`config.mk`:
```
export PLATFORM = sky130hd
export DESIGN_NAME = gray_seq_ctrl
export DESIGN_NICKNAME = d
export VERILOG_FILES = /design/src/rtl/gray_seq_pkg.sv /design/src/rtl/gray_encoder.sv /design/src/rtl/gray_seq_ctrl.sv
export SDC_FILE = /design/constraint.sdc
export NUM_CORES = 1
export LEC_CHECK = 0
export CORE_ASPECT_RATIO = 0.9
export CORE_MARGIN = 4
export CORE_UTILIZATION = 36
export CTS_CLUSTER_SIZE = 20
export DETAILED_ROUTE_END_ITERATION = 16
export SLEW_MARGIN = 10
export SYNTH_ARGS = -nofsm -noshare
export SYNTH_HDL_FRONTEND = slang
export SYNTH_SLANG_ARGS = --single-unit
```
`constraint.sdc`:
```
create_clock -name clk -period 2.8 [get_ports clk]
set_input_delay 0.56 -clock clk [delete_from_list [all_inputs] [get_ports clk]]
set_output_delay 0.56 -clock clk [all_outputs]
set_load 0.02 [all_outputs]
```
`src/rtl/gray_seq_pkg.sv`:
```
// gray_seq_pkg -- shared state encoding, divider width and Gray helper for gray_seq_ctrl (rev 1.0)
`default_nettype none

package gray_seq_pkg;

  typedef enum logic [1:0] {
    IDLE = 2'd0,
    EMIT = 2'd1,
    GAP  = 2'd2
  } state_t;

  localparam int DIV_W      = 8;
  localparam int GRAY_MAX_W = 64;

  // Callers zero-extend into and truncate out of the wide form, which keeps
  // the MSB of the narrow code equal to the MSB of its binary input.
  function automatic logic [GRAY_MAX_W-1:0] bin2gray(input logic [GRAY_MAX_W-1:0] b);
    return b ^ (b >> 1);
  endfunction

endpackage

`default_nettype wire

```
`src/rtl/gray_encoder.sv`:
```
// gray_encoder -- purely combinational binary-to-Gray conversion at any WIDTH (rev 1.0)
`default_nettype none

module gray_encoder
  import gray_seq_pkg::*;
#(
  parameter int WIDTH = 4
) (
  input  logic [WIDTH-1:0] bin,
  output logic [WIDTH-1:0] gray
);

  assign gray = WIDTH'(bin2gray(GRAY_MAX_W'(bin)));

endmodule

`default_nettype wire

```
`src/rtl/gray_seq_ctrl.sv`:
```
// gray_seq_ctrl -- paced Gray-code word sequencer on a valid/ready stream (rev 1.0)
// Optional down-counting and the dir port are enabled with GRAY_SEQ_DOWN_EN.
`default_nettype none

module gray_seq_ctrl
  import gray_seq_pkg::*;
#(
  parameter int WIDTH    = 4,
  parameter int STEP_DIV = 1
) (
  input  logic             clk,
  input  logic             rst_n,
  input  logic             start,
  input  logic             stop,
  input  logic             load,
  input  logic [WIDTH-1:0] load_val,
`ifdef GRAY_SEQ_DOWN_EN
  input  logic             dir,
`endif
  output logic [WIDTH-1:0] out_gray,
  output logic             out_valid,
  input  logic             out_ready,
  output logic             busy,
  output logic             wrap
);

  // GAP lasts STEP_DIV-1 cycles; the divider exits on its last count value.
  localparam logic [DIV_W-1:0] GAP_LAST = DIV_W'((STEP_DIV > 1) ? (STEP_DIV - 2) : 0);
  localparam logic [WIDTH-1:0] ONE      = WIDTH'(1);

  state_t           state, state_nxt;
  logic [WIDTH-1:0] count, count_nxt;
  logic [WIDTH-1:0] gray_nxt;
  logic [DIV_W-1:0] div, div_nxt;
  logic             stop_pend, stop_pend_nxt;
  logic             wrap_nxt;
  logic             hs;

  always_comb begin
    state_nxt     = state;
    count_nxt     = count;
    div_nxt       = div;
    stop_pend_nxt = stop_pend;
    wrap_nxt      = 1'b0;
    hs            = (state == EMIT) && out_ready;

    case (state)
      IDLE: begin
        if (load) count_nxt = load_val;
        if (start) state_nxt = EMIT;
      end
      EMIT: begin
        if (hs) begin
`ifdef GRAY_SEQ_DOWN_EN
          if (dir) begin
            count_nxt = count - ONE;
            wrap_nxt  = (count == '0);
          end else begin
            count_nxt = count + ONE;
            wrap_nxt  = &count;
          end
`else
          count_nxt = count + ONE;
          wrap_nxt  = &count;
`endif
          div_nxt = '0;
          if (stop || stop_pend) state_nxt = IDLE;
          else if (STEP_DIV > 1) state_nxt = GAP;
          else                   state_nxt = EMIT;
        end else if (stop) begin
          stop_pend_nxt = 1'b1;
        end
      end
      GAP: begin
        if (stop) begin
          state_nxt = IDLE;
          div_nxt   = '0;
        end else if (div == GAP_LAST) begin
          state_nxt = EMIT;
          div_nxt   = '0;
        end else begin
          div_nxt = div + DIV_W'(1);
        end
      end
      default: state_nxt = IDLE;
    endcase

    if (state_nxt == IDLE) stop_pend_nxt = 1'b0;
  end

  gray_encoder #(
    .WIDTH(WIDTH)
  ) u_gray_encoder (
    .bin (count_nxt),
    .gray(gray_nxt)
  );

  // Outputs are registered from next-state values so they carry no input path.
  always_ff @(posedge clk or negedge rst_n) begin
    if (!rst_n) begin
      state     <= IDLE;
      count     <= '0;
      div       <= '0;
      stop_pend <= 1'b0;
      out_gray  <= '0;
      out_valid <= 1'b0;
      busy      <= 1'b0;
      wrap      <= 1'b0;
    end else begin
      state     <= state_nxt;
      count     <= count_nxt;
      div       <= div_nxt;
      stop_pend <= stop_pend_nxt;
      out_gray  <= gray_nxt;
      out_valid <= (state_nxt == EMIT);
      busy      <= (state_nxt != IDLE);
      wrap      <= wrap_nxt;
    end
  end

endmodule

`default_nettype wire

```
# After elaboration in Yosys (flattened, before gate mapping)
# Cells that the tools add are included.
# word_totals
output_inout_bits,7
elab_cells,47
mem_count,0
latch_bits,0
input_bits,10
reg_bits,22
mem_bits_rw,0
romBits,0
# op_classes
eq_ne,5
n_mux,19
n_div,0
reduce_logical,12
n_shift,0
addsub,2
mul,0
magnitude_cmp,0
n_bitwise,1
# ops
cell,n
$mux W8,3
$pmux W8 S2,1
$add A8 B1 Y8 const B,1
$logic_not A8 Y1,1
$mux W2,4
$mux W4,2
$pmux W4 S2,1
$reduce_bool A2 Y1,4
$mux W1,7
$pmux W2 S3,1
$add A4 B1 Y4 const B,1
$eq A2 B1 Y1 const B,2
$logic_not A2 Y1,2
$reduce_and A4 Y1,1
$xor A4 B3 Y4,1
$reduce_and A3 Y1,1
$eq A2 B2 Y1 const B,1
$ne A2 B1 Y1 const B,1
$ne A2 B2 Y1 const B,1
$reduce_and A2 Y1,1
$logic_and A1 B1 Y1,1
$logic_or A1 B1 Y1,1

# Depth between registers and ports, before layout
# Gate-level depths: netlist of run 1.
# depth
depth_word,7
mapped_depth,6
mapped_depth_nobuf,6

# Hierarchy
# From an unflattened synthesis of run 1, not the netlist that was laid out.
# unflattened
hier_cells,111
area_unflattened_um2,1108.6
# by_module_without_submodules
module,seq_area_each_um2,area_per_inst_um2,cells_each,n_inst
gray_seq_ctrl,550.5,1074.8,107,1
gray_encoder,0.0,33.8,4,1

# Least setup slack after synthesis of run 1
# Ideal clock, no wire load.
# synth_timing
path_type,input to register
startpoint,input out_ready
endpoint,register div[5]
required_ns,2.679
setup_ns,0.121
cell_stages,5
t_arrival_ns,1.446
setup_slack_ns,1.233
path_buffers,1
cell_sequence,clkbuf_1 nand3b_1 and2_1 a21o_1 a22o_1
# synth_between
elab_chain_cells,3
# synth_rtl
item,line,rtl
"start, declared",gray_seq_ctrl.sv:22,"input logic out_ready,"
$logic_and A1 B1 Y1,gray_seq_ctrl.sv:45,hs = (state == EMIT) && out_ready;
$ne A2 B2 Y1 (no line),n/a,
$reduce_and A2 Y1 (no line),n/a,
"end signal, assigned",gray_seq_ctrl.sv:112,div <= div_nxt;
"end, declared",gray_seq_ctrl.sv:34,"logic [DIV_W-1:0] div, div_nxt;"
# Every way passes these cells.
# A chain may end at the register's enable or synchronous reset.

==> results.yml, run 1 <==
clock_tree:
  cts.repair_timing.setup_buffer_count: 0
  clock_latency_ns: 0.30
  ctsHtreeMaxLevel: 1
  total_clock_buffers_created_by_cts: 3
  clock_root_buffer: "sky130_fd_sc_hd__clkbuf_4"
  clk_transition_reported_paths_ns: 0.12
  post_cts_resized: 0
  cts_sinks: 21
  cts_tree: "yes"
  cts_hold_buf: 0
  clk_path_buf_depth: 2
global_routing:
  antenna_found_initial: 0
  grt_first_pass_wirelength_mm: 3.753
  grt_max_degree: 22
  overflow: 0
  groute.usage.overall_pct: 12.12
  first_global_vias: 821
routing:
  drcViolationCount: 0
  initialDrtViolationCount: 52
  drtPass1Iterations: 4
  detail_route.vias_per_cell: 5.251
  post_drt_wl_per_cell_um: 13.21
  detailroute.via_count: 898
  routed_wirelength_mm: 2.259
  post_drt_antenna_nets: 0
setup_path:
  path_buf_inv: 1
  critical_path.slowest_cell: "sky130_fd_sc_hd__clkdlybuf4s50_1"
  cp_cell_sequence: "clkdlybuf4s50_1"
  critPathKind: "flip-flop to output pin"
  slowest_delay_ns: 0.64
  cp_data_required_time_ns: 2.24
  crit_arrival_ns: 1.41
  crit_path_start_kind: "flip-flop"
  worst-r2r-cell-count: 5
  critical_path_peak_fanout: 6
  critical_path_depth_in_cells: 1
  path_delay_family: "buffers and inverters"
  critical_path.endpoint_type: "output pin"
synthesis:
  synth.yosys.seq_area_share_pct: 45.70
  post_synthesis_net_count: 126
  synth.top_cells.by_area: "sky130_fd_sc_hd__dfrtp_1 (46%), sky130_fd_sc_hd__o21ai_0 (3.9%), sky130_fd_sc_hd__ha_1 (3.3%)"
  count_of_yosys_warnings_during_synthesis: 0
  synth.distinct_cells: 40
  synth.largest_area_cell: "sky130_fd_sc_hd__dfrtp_1"
  synth_area_per_cell_um2: 10.18
  gate_count_after_technology_mapping: 113
  synth_top_flop_cell: "sky130_fd_sc_hd__dfrtp_1"
  yosys_register_bits: 21
  number_of_synthesized_flops_with_an_enable_pin: 0
  synth_area_um2: 1150
  proportion_of_synthesized_flip_flops_having_asynchronous_set_or_reset_pct: 100.0
  synth_top_cell_area_share_pct: 45.70
finish:
  leading_cell_type_in_the_layout_fill_and_taps_excluded: "sky130_fd_sc_hd__dfrtp_1"
  final_layout_size_suffix_gt1_share_pct: 11.63
  fill_cells: 316
  n_antenna_cell: 0
  multi_input_comb_area_um2: 570.5
  flow.area_growth_from_synthesis_pct: 18.72
  seqCellArea_um2: 525.5
  final_nets: 143
  mostFrequentLayoutCells: "sky130_fd_sc_hd__dfrtp_1 (21), sky130_fd_sc_hd__clkdlybuf4s50_1 (16), sky130_fd_sc_hd__nor2_1 (9), sky130_fd_sc_hd__o21ai_0 (9)"
  layout.cells.non_filler: 171
min_path:
  hp-class: "flip-flop to flip-flop"
  worst_hold_path_depth: 2
floorplanning:
  chipHeight_um: 61.62
  boundary_pins: 17
  die_area_um2: 4163
  die_width_um: 67.57
  floorplan.initialDensity_pct: 37.49
  placement_rows: 19
  core_um2: 3067
timing:
  grt_setup_unrepaired: "no"
  setup_violations: 0
  finalWorstSetupSlack_ns: 0.8250
  drv_slew: 0
  final.period_utilization_pct: 70.53
  holdWs_ns: 0.5422
  final.setup_skew_ns: 0.003113
  totalNegativeSetupSlack_ns: 0
  timing_hold_violations_final: 0
  max_slew_margin_pct: 61.70
  worst_pin_slew_ns: 0.5746
  finalCriticalPeriod_ns: 1.975
  highest_clock_rate_ghz: 0.5063
power:
  worst_ir_drop_vdd_mv: 0.4359
  cellPowerDensity_nw_per_um2: 740.9
  p_clk_share_pct: 14.6
  netSwitchingFraction_pct: 36.54
  seq_power_share_pct: 45.5
  net-switching-power_w: 0.0003695
  power_frac_comb_pct: 39.9
  internal_power_w: 0.0006419
  power_leakage_nw: 0.5819
status:
  run_status: "complete, no violations"
place:
  gp_routability_congestion: 0.8333
  pre_cts_slack_ns: 0.7371
  io_buffer_count: 16
  place.detailed.hpwl_mm: 1.665
  place_inst: 167
job:
  cap_violations: 0
-- power groups by stage --
stage	clock, W	combinational, W	sequential [W]
6_report	0.000148	0.000404	0.000460
5_1_grt	0.000162	0.000442	0.000472
4_1_cts	0.000155	0.000410	0.000460
3_3_place_gp	0	0.000404	0.000462
3_5_place_dp	0	0.000409	0.000464
2_1_floorplan	0	0.000270	0.000473
-- routing by layer --
layer  share of wire (%)  track usage (%)
met1                  52            17.00
met2                  44            18.17
met3                 3.7            2.372
met4                0.89            5.202
met5                   0                0
-- registers in the layout, summed over array words and instances (netlist names) --
register and cells:
stop_pend 1, div 8, count 4, state 2, out_valid 1, wrap 1, out_gray 3, busy 1
-- stage by stage --
stage | area (um2) | total power [W] | utilization (%)
floorplan | 1150 | 0.0007428 | -
global placement | 1338 | 0.0008659 | 43.61
detailed placement | 1338 | 0.0008733 | 43.61
CTS | 1365 | 0.001025 | 44.51
global route | 1365 | 0.001075 | 44.51
finish | 1365 | 0.001011 | 44.51
-- logic make-up (layout without fill, tap and decap cells) --
logic type	Yosys count	in the layout	share of synthesized area (%)
and+or+nand+nor	42	42	20.24
AOI/OAI and AO/OA	29	29	18.61
DFF	21	21	45.70
buffers and inverters	10	26	4.679
xor gates and xnor gates	5	5	3.808
adders and majority gates	3	3	3.265
muxes	3	3	3.700
-- path summary, 6_finish.rpt --
kind                            slack, ns       from          end
worst max register to register       1.04   state[0]       div[6]
min in group asynchronous            0.58      rst_n     count[1]
worst min register to register       0.54  stop_pend    stop_pend
max in group asynchronous            2.01      rst_n       div[5]
worst min-delay path                 0.54  stop_pend    stop_pend
worst max-delay path                 0.83   count[3]  out_gray[3]
-- area by class of cell --
class | count | share of cell area (%)
timing repair buffer | 17 | 12.28
inverter | 5 | 1.558
clock buffer | 3 | 1.650
clock inverter | 1 | 0.3666
multi-input combinational | 82 | 41.80
sequential | 21 | 38.50
tap | 42 | 3.850
-- cell usage after synthesis (all sizes together), types with 2 or more instances --
cell / n
o221a: 2
a21oi: 3
a41oi: 2
o21ai: 9
mux2i: 3
xor2: 4
nand2: 7
nand3: 7
ha: 3
a21o: 3
nand3b: 3
nor2b: 6
nor3: 2
nor2: 9
dfrtp: 21
nand2b: 2
inv: 5
buf: 4
a22o: 4
Power figures use the tool's default switching activity.
==> run 2: changes to the inputs <==
==> constraint.sdc (replaced) <==
create_clock -name clk -period 1.7 [get_ports clk]
set_input_delay 0.34 -clock clk [delete_from_list [all_inputs] [get_ports clk]]
set_output_delay 0.34 -clock clk [all_outputs]
set_load 0.02 [all_outputs]
==> run 2 against run 1 <==
  * Final cell count rose by 7.0%
  * Sequential power rose by 58%
  * Highest routed layer unchanged
  * Total power rose by 69%
  * Clock power rose by 67%
  * Critical path depth did not move
  * Global-route usage fell by 0.12 points
  * Via count rose by 1.2%
  * Sequential cell count did not move
  * Worst hold slack got worse by 0.19 ns
  * Largest cell class unchanged
  * Count of clock-buffer cells in the layout rose by 1
==> results.yml, run 2 (synthesized netlist as in run 1, its figures left out) <==
setup_path:
  critical_path_depth_in_cells: 1
  worst-r2r-cell-count: 5
  cp_cell_sequence: "clkdlybuf4s50_1"
  slowest_delay_ns: 0.60
  cp_data_required_time_ns: 1.36
  path_buf_inv: 1
  critical_path_peak_fanout: 1
  critPathKind: "flip-flop to output pin"
  path_delay_family: "buffers and inverters"
  critical_path.endpoint_type: "output pin"
  critical_path.slowest_cell: "sky130_fd_sc_hd__clkdlybuf4s50_1"
  crit_path_start_kind: "flip-flop"
  crit_arrival_ns: 1.26
place:
  gp_routability_congestion: 0.8918
  place_inst: 179
  io_buffer_count: 16
  place.detailed.hpwl_mm: 1.734
  placed_cell_area_um2: 1428
global_routing:
  overflow: 0
  grt_first_pass_wirelength_mm: 3.781
  groute.usage.overall_pct: 12.00
  gr-max-usage-layer: "met1"
  use_met3_pct: 2.190
  first_global_vias: 852
  grt_use_met2_pct: 17.34
  met1_usage_pct: 17.44
  antenna_found_initial: 0
  grt_max_degree: 22
timing:
  final.period_utilization_pct: 94.38
  finalCriticalPeriod_ns: 1.604
  timing_hold_violations_final: 0
  drv_slew: 0
  worst_pin_slew_ns: 0.2957
  highest_clock_rate_ghz: 0.6233
  max_slew_margin_pct: 80.08
  final.setup_skew_ns: 0.001411
  setup_violations: 0
  grt_setup_unrepaired: "no"
finish:
  fill_cells: 294
  final_nets: 155
  layout.cells.non_filler: 183
  final_area_um2: 1453
  n_antenna_cell: 0
  final_layout_size_suffix_gt1_share_pct: 18.44
  leading_cell_type_in_the_layout_fill_and_taps_excluded: "sky130_fd_sc_hd__dfrtp_1"
  largest_register: "div"
  flow.area_growth_from_synthesis_pct: 26.33
  mostFrequentLayoutCells: "sky130_fd_sc_hd__dfrtp_1 (21), sky130_fd_sc_hd__clkdlybuf4s50_1 (15), sky130_fd_sc_hd__buf_4 (13)"
  number_of_flip_flops_under_the_largest_register_name: 8
  layout_top_registers: "div: 8 flops, count: 4 flops, out_gray: 3 flops"
power:
  cellPowerDensity_nw_per_um2: 1177
  total_power_w: 0.001709
  worst_ir_drop_vdd_mv: 0.6524
  power_leakage_nw: 0.6411
job:
  cap_violations: 0
routing:
  post_drt_antenna_nets: 0
  post_drt_wl_per_cell_um: 12.31
  routed_wirelength_mm: 2.252
  initialDrtViolationCount: 30
  drtPass1Iterations: 4
  detailroute.via_count: 909
  drcViolationCount: 0
  detail_route.vias_per_cell: 4.967
clock_tree:
  ctsHtreeMaxLevel: 1
  clk_transition_reported_paths_ns: 0.11
  cts_hold_buf: 0
  cts_sinks: 21
  total_clock_buffers_created_by_cts: 3
  clock_latency_ns: 0.31
  cts_tree: "yes"
  clk_path_buf_depth: 2
  clock_root_buffer: "sky130_fd_sc_hd__clkbuf_4"
floorplanning:
  floorplan.initialDensity_pct: 37.49
  placement_rows: 19
  chipHeight_um: 61.62
  die_area_um2: 4163
  core_um2: 3067
  boundary_pins: 17
  die_width_um: 67.57
min_path:
  hp-class: "input pin to asynchronous set/reset pin"
status:
  run_status: "complete, no violations"
## run 2: changes by cell type in the layout (fill, tap and decap cells not counted)
| cell | before | now |
|---|---|---|
| sky130_fd_sc_hd__buf_4 | 1 | 13 |
| sky130_fd_sc_hd__clkbuf_1 | 0 | 1 |
| sky130_fd_sc_hd__clkdlybuf4s50_1 | 16 | 15 |
| sky130_fd_sc_hd__clkinv_2 | 1 | 0 |
| sky130_fd_sc_hd__dlygate4sd2_1 | 0 | 1 |
## run 2: timing repair
action	4_1_cts	5_1_grt
buffers inserted	0	0
setup endpoints to repair	1	0
gates resized for setup	1	0
## run 2: final timing paths
check | start | endpoint | slack [ns]
worst max-delay path | out_gray[0] | out_gray[0] | 0.1
worst min-delay path | rst_n | count[1] | 0.35
worst max register to register | div[5] | div[5] | 0.12
worst min register to register | stop_pend | stop_pend | 0.53
max in group asynchronous | rst_n | out_gray[2] | 1.13
min in group clk | stop_pend | stop_pend | 0.53
## run 2: area by class of cell
| cell class | instances | area [um2] | area share, % |
|---|---|---|---|
| multi-input cells | 82 | 570.5 | 39.28 |
| inverters | 5 | 21.27 | 1.464 |
| flip-flops and latches | 21 | 525.5 | 36.18 |
| repair buffers | 29 | 256.5 | 17.66 |
| well taps | 42 | 52.55 | 3.618 |
| clock buffers | 4 | 26.28 | 1.809 |
## run 2: power breakdown
group / total, W / switching (W) / internal, W
Clock: 0.000247 / 0.000155 / 0.0000918
Sequential: 0.000728 / 0.000105 / 0.000623
Combinational: 0.000735 / 0.000356 / 0.000379
## run 2: metrics by stage
step / worst slack [ns] / hold slack (ns) / util, % / setup TNS [ns]
floorplan: 0.1981 / 0.04441 / - / 0
global placement: -0.07040 / 0.4986 / 46.55 / -0.2039
detailed placement: -0.09907 / 0.5068 / 46.55 / -0.3219
CTS: 0.07973 / 0.3526 / 47.37 / 0
global route: 0.02890 / 0.3745 / 47.37 / 0
finish: 0.09555 / 0.3475 / 47.37 / 0
## run 2: layer usage
| layer | vias up | routed length (um) |
|---|---|---|
| met3 | 3 | 84 |
| met4 | 0 | 34 |
| met1 | 411 | 1222 |
| li1 | 470 | - |
| met5 | - | 0 |
| met2 | 25 | 911 |
==> run 3: changes to the inputs <==
--- a/config.mk
+++ b/config.mk
@@ -6,7 +6,7 @@
 export NUM_CORES = 1
 export LEC_CHECK = 0
 export CORE_ASPECT_RATIO = 0.9
-export CORE_MARGIN = 4
+export CORE_MARGIN = 5
 export CORE_UTILIZATION = 36
 export CTS_CLUSTER_SIZE = 20
 export DETAILED_ROUTE_END_ITERATION = 16
==> constraint.sdc (replaced) <==
create_clock -name clk -period 1.7 [get_ports clk]
set_input_delay 0.34 -clock clk [delete_from_list [all_inputs] [get_ports clk]]
set_output_delay 0.34 -clock clk [all_outputs]
set_load 0.1 [all_outputs]
==> run 3 against run 2 <==
  * Core utilization increased by 1.9 points
  * Non-clock buffer count decreased by 3
  * Clock skew up 0.0017 ns
  * First-iteration DRC count down 13%
  * Combinational power rose by 80%
  * Sequential power rose by 4.4%
  * Worst setup slack lost 0.016 ns
  * Count of clock-buffer cells in the layout unchanged
  * Sequential cell count did not move
  * Worst hold slack better by 0.016 ns
  * Via count is 6.6% higher
  * Register-to-register slack worse by 0.04 ns
==> results.yml, run 3 (synthesized netlist as in run 1, its figures left out) <==
clock_tree:
  cts_sinks: 21
  clock_latency_ns: 0.31
  clock_root_buffer: "sky130_fd_sc_hd__clkbuf_4"
  ctsHtreeMaxLevel: 1
  clk_path_buf_depth: 2
  cts_tree: "yes"
  total_clock_buffers_created_by_cts: 3
  cts.repair_timing.setup_buffer_count: 0
  clk_transition_reported_paths_ns: 0.12
setup_path:
  critical_path_peak_fanout: 8
  crit_path_start_kind: "flip-flop"
  critPathKind: "flip-flop to flip-flop"
  slowest_delay_ns: 0.43
  cp_data_required_time_ns: 1.91
  crit_arrival_ns: 1.83
  critical_path.slowest_cell: "sky130_fd_sc_hd__dfrtp_1"
  critical_path.endpoint_type: "flip-flop"
  cp_cell_sequence: "nor4_4, a311o_2, inv_4, a21o_1, a22o_1"
power:
  power_leakage_nw: 0.6688
  seq_power_share_pct: 32.7
  net-switching-power_w: 0.001085
  power_frac_comb_pct: 56.7
  internal_power_w: 0.001242
  worst_ir_drop_vdd_mv: 1.166
  netSwitchingFraction_pct: 46.62
  p_clk_share_pct: 10.7
  cellPowerDensity_nw_per_um2: 1541
  total_power_w: 0.002327
place:
  place_inst: 176
  place.detailed.hpwl_mm: 1.823
  gp_routability_congestion: 0.8360
  io_buffer_count: 16
global_routing:
  overflow: 0
  met1_usage_pct: 15.98
  grt_first_pass_wirelength_mm: 4.146
  first_global_vias: 921
  use_met3_pct: 2.862
  groute.usage.overall_pct: 11.82
  antenna_found_initial: 0
  grt_max_degree: 22
  gr-max-usage-layer: "met2"
  grt_use_met2_pct: 17.50
finish:
  mostFrequentLayoutCells: "sky130_fd_sc_hd__dfrtp_1 (21), sky130_fd_sc_hd__buf_4 (10), sky130_fd_sc_hd__nor2_1 (9), sky130_fd_sc_hd__o21ai_0 (9), sky130_fd_sc_hd__clkdlybuf4s50_1 (9)"
  fill_cells: 289
  final_layout_size_suffix_gt1_share_pct: 22.46
  layout_top_registers: "div: 8 flops, count: 4 flops, out_gray: 3 flops"
  final_nets: 152
  leading_cell_type_in_the_layout_fill_and_taps_excluded: "sky130_fd_sc_hd__dfrtp_1"
  n_antenna_cell: 0
  number_of_flip_flops_under_the_largest_register_name: 8
  largest_register: "div"
  layout.cells.non_filler: 180
  flow.area_growth_from_synthesis_pct: 31.34
floorplanning:
  boundary_pins: 17
  chipHeight_um: 63.62
  placement_rows: 19
  core_um2: 3067
  die_width_um: 69.57
  die_area_um2: 4426
  floorplan.initialDensity_pct: 37.49
timing:
  worst_pin_slew_ns: 0.3746
  final.period_utilization_pct: 95.30
  setup_violations: 0
  grt_setup_unrepaired: "no"
  drv_slew: 0
  timing_hold_violations_final: 0
  final.setup_skew_ns: 0.003080
  highest_clock_rate_ghz: 0.6173
  max_slew_margin_pct: 75.02
  finalCriticalPeriod_ns: 1.620
routing:
  initialDrtViolationCount: 26
  post_drt_wl_per_cell_um: 13.22
  detail_route.vias_per_cell: 5.383
  routed_wirelength_mm: 2.380
  detailroute.via_count: 969
  post_drt_antenna_nets: 0
  drtPass1Iterations: 6
  drcViolationCount: 0
min_path:
  hp-class: "input pin to asynchronous set/reset pin"
job:
  cap_violations: 0
status:
  run_status: "complete, no violations"
run 3: cell count changes in the layout (fill, tap and decap cells not counted):
cell / before / now
sky130_fd_sc_hd__nor4_4: 0 / 1
sky130_fd_sc_hd__nor4_2: 1 / 0
sky130_fd_sc_hd__clkdlybuf4s50_1: 15 / 9
sky130_fd_sc_hd__inv_2: 0 / 1
sky130_fd_sc_hd__buf_4: 13 / 10
sky130_fd_sc_hd__buf_12: 0 / 7
sky130_fd_sc_hd__inv_1: 4 / 3
sky130_fd_sc_hd__dlygate4sd2_1: 1 / 0
run 3: critical path: cells and delay by family, from the launching register on:
kind / cells / cell delay (ns)
flip-flops: 1 / 0.43
AND/OR/NAND/NOR: 1 / 0.33
buffers and inverters: 1 / 0.08
AO/OA/AOI/OAI: 3 / 0.68
run 3: repair_timing:
| item | CTS | global route |
|---|---|---|
| resized for setup | 0 | 2 |
| setup endpoints to repair | 0 | 2 |
| hold buffers | 0 | 0 |
run 3: path summary, 6_finish.rpt:
| check | start | endpoint | slack (ns) | cells past startpoint |
|---|---|---|---|---|
| max | div[5] | div[5] | 0.08 | 5 |
| min | rst_n | stop_pend | 0.36 | 2 |
| max reg2reg | div[5] | div[5] | 0.08 | 5 |
| min reg2reg | stop_pend | stop_pend | 0.53 | 2 |
| max in group asynchronous | rst_n | out_gray[1] | 1.12 | 2 |
| min in group clk | stop_pend | stop_pend | 0.53 | 2 |
run 3: per-layer routing:
layer	wire (um)	vias to the layer above
li1	-	460
met1	1150	461
met2	1025	35
met3	126	13
met4	78	0
met5	0	-
run 3: power groups by stage:
stage                     clock network [W]  registers, W  logic (W)
after floorplan                           0       0.00112   0.000521
after detailed placement                  0      0.000769    0.00133
after global routing               0.000279      0.000778    0.00140
after CTS                          0.000262      0.000760    0.00133
after global placement                    0      0.000766    0.00131
final                              0.000248      0.000760    0.00132
run 3: per-stage QoR:
step	setup TNS (ns)	worst slack, ns	util, %	hold slack (ns)	area [um2]
floorplan	0	0.1981	-	0.04441	1150
global placement	-0.3271	-0.08974	48.10	0.4965	1475
detailed placement	-0.5215	-0.1307	48.10	0.5091	1475
CTS	0	0.05010	48.96	0.3672	1501
global route	0	0.0003775	49.25	0.3851	1510
finish	0	0.07995	49.25	0.3635	1510
run 3: area by class of cell:
cell class	count	area [um2]	share of cell area, %
Tap cell	42	52.55	3.480
Sequential cell	21	525.5	34.80
Inverter	5	21.27	1.408
Clock buffer	4	26.28	1.740
Multi-Input combinational cell	82	579.3	38.36
Timing Repair Buffer	26	305.3	20.22
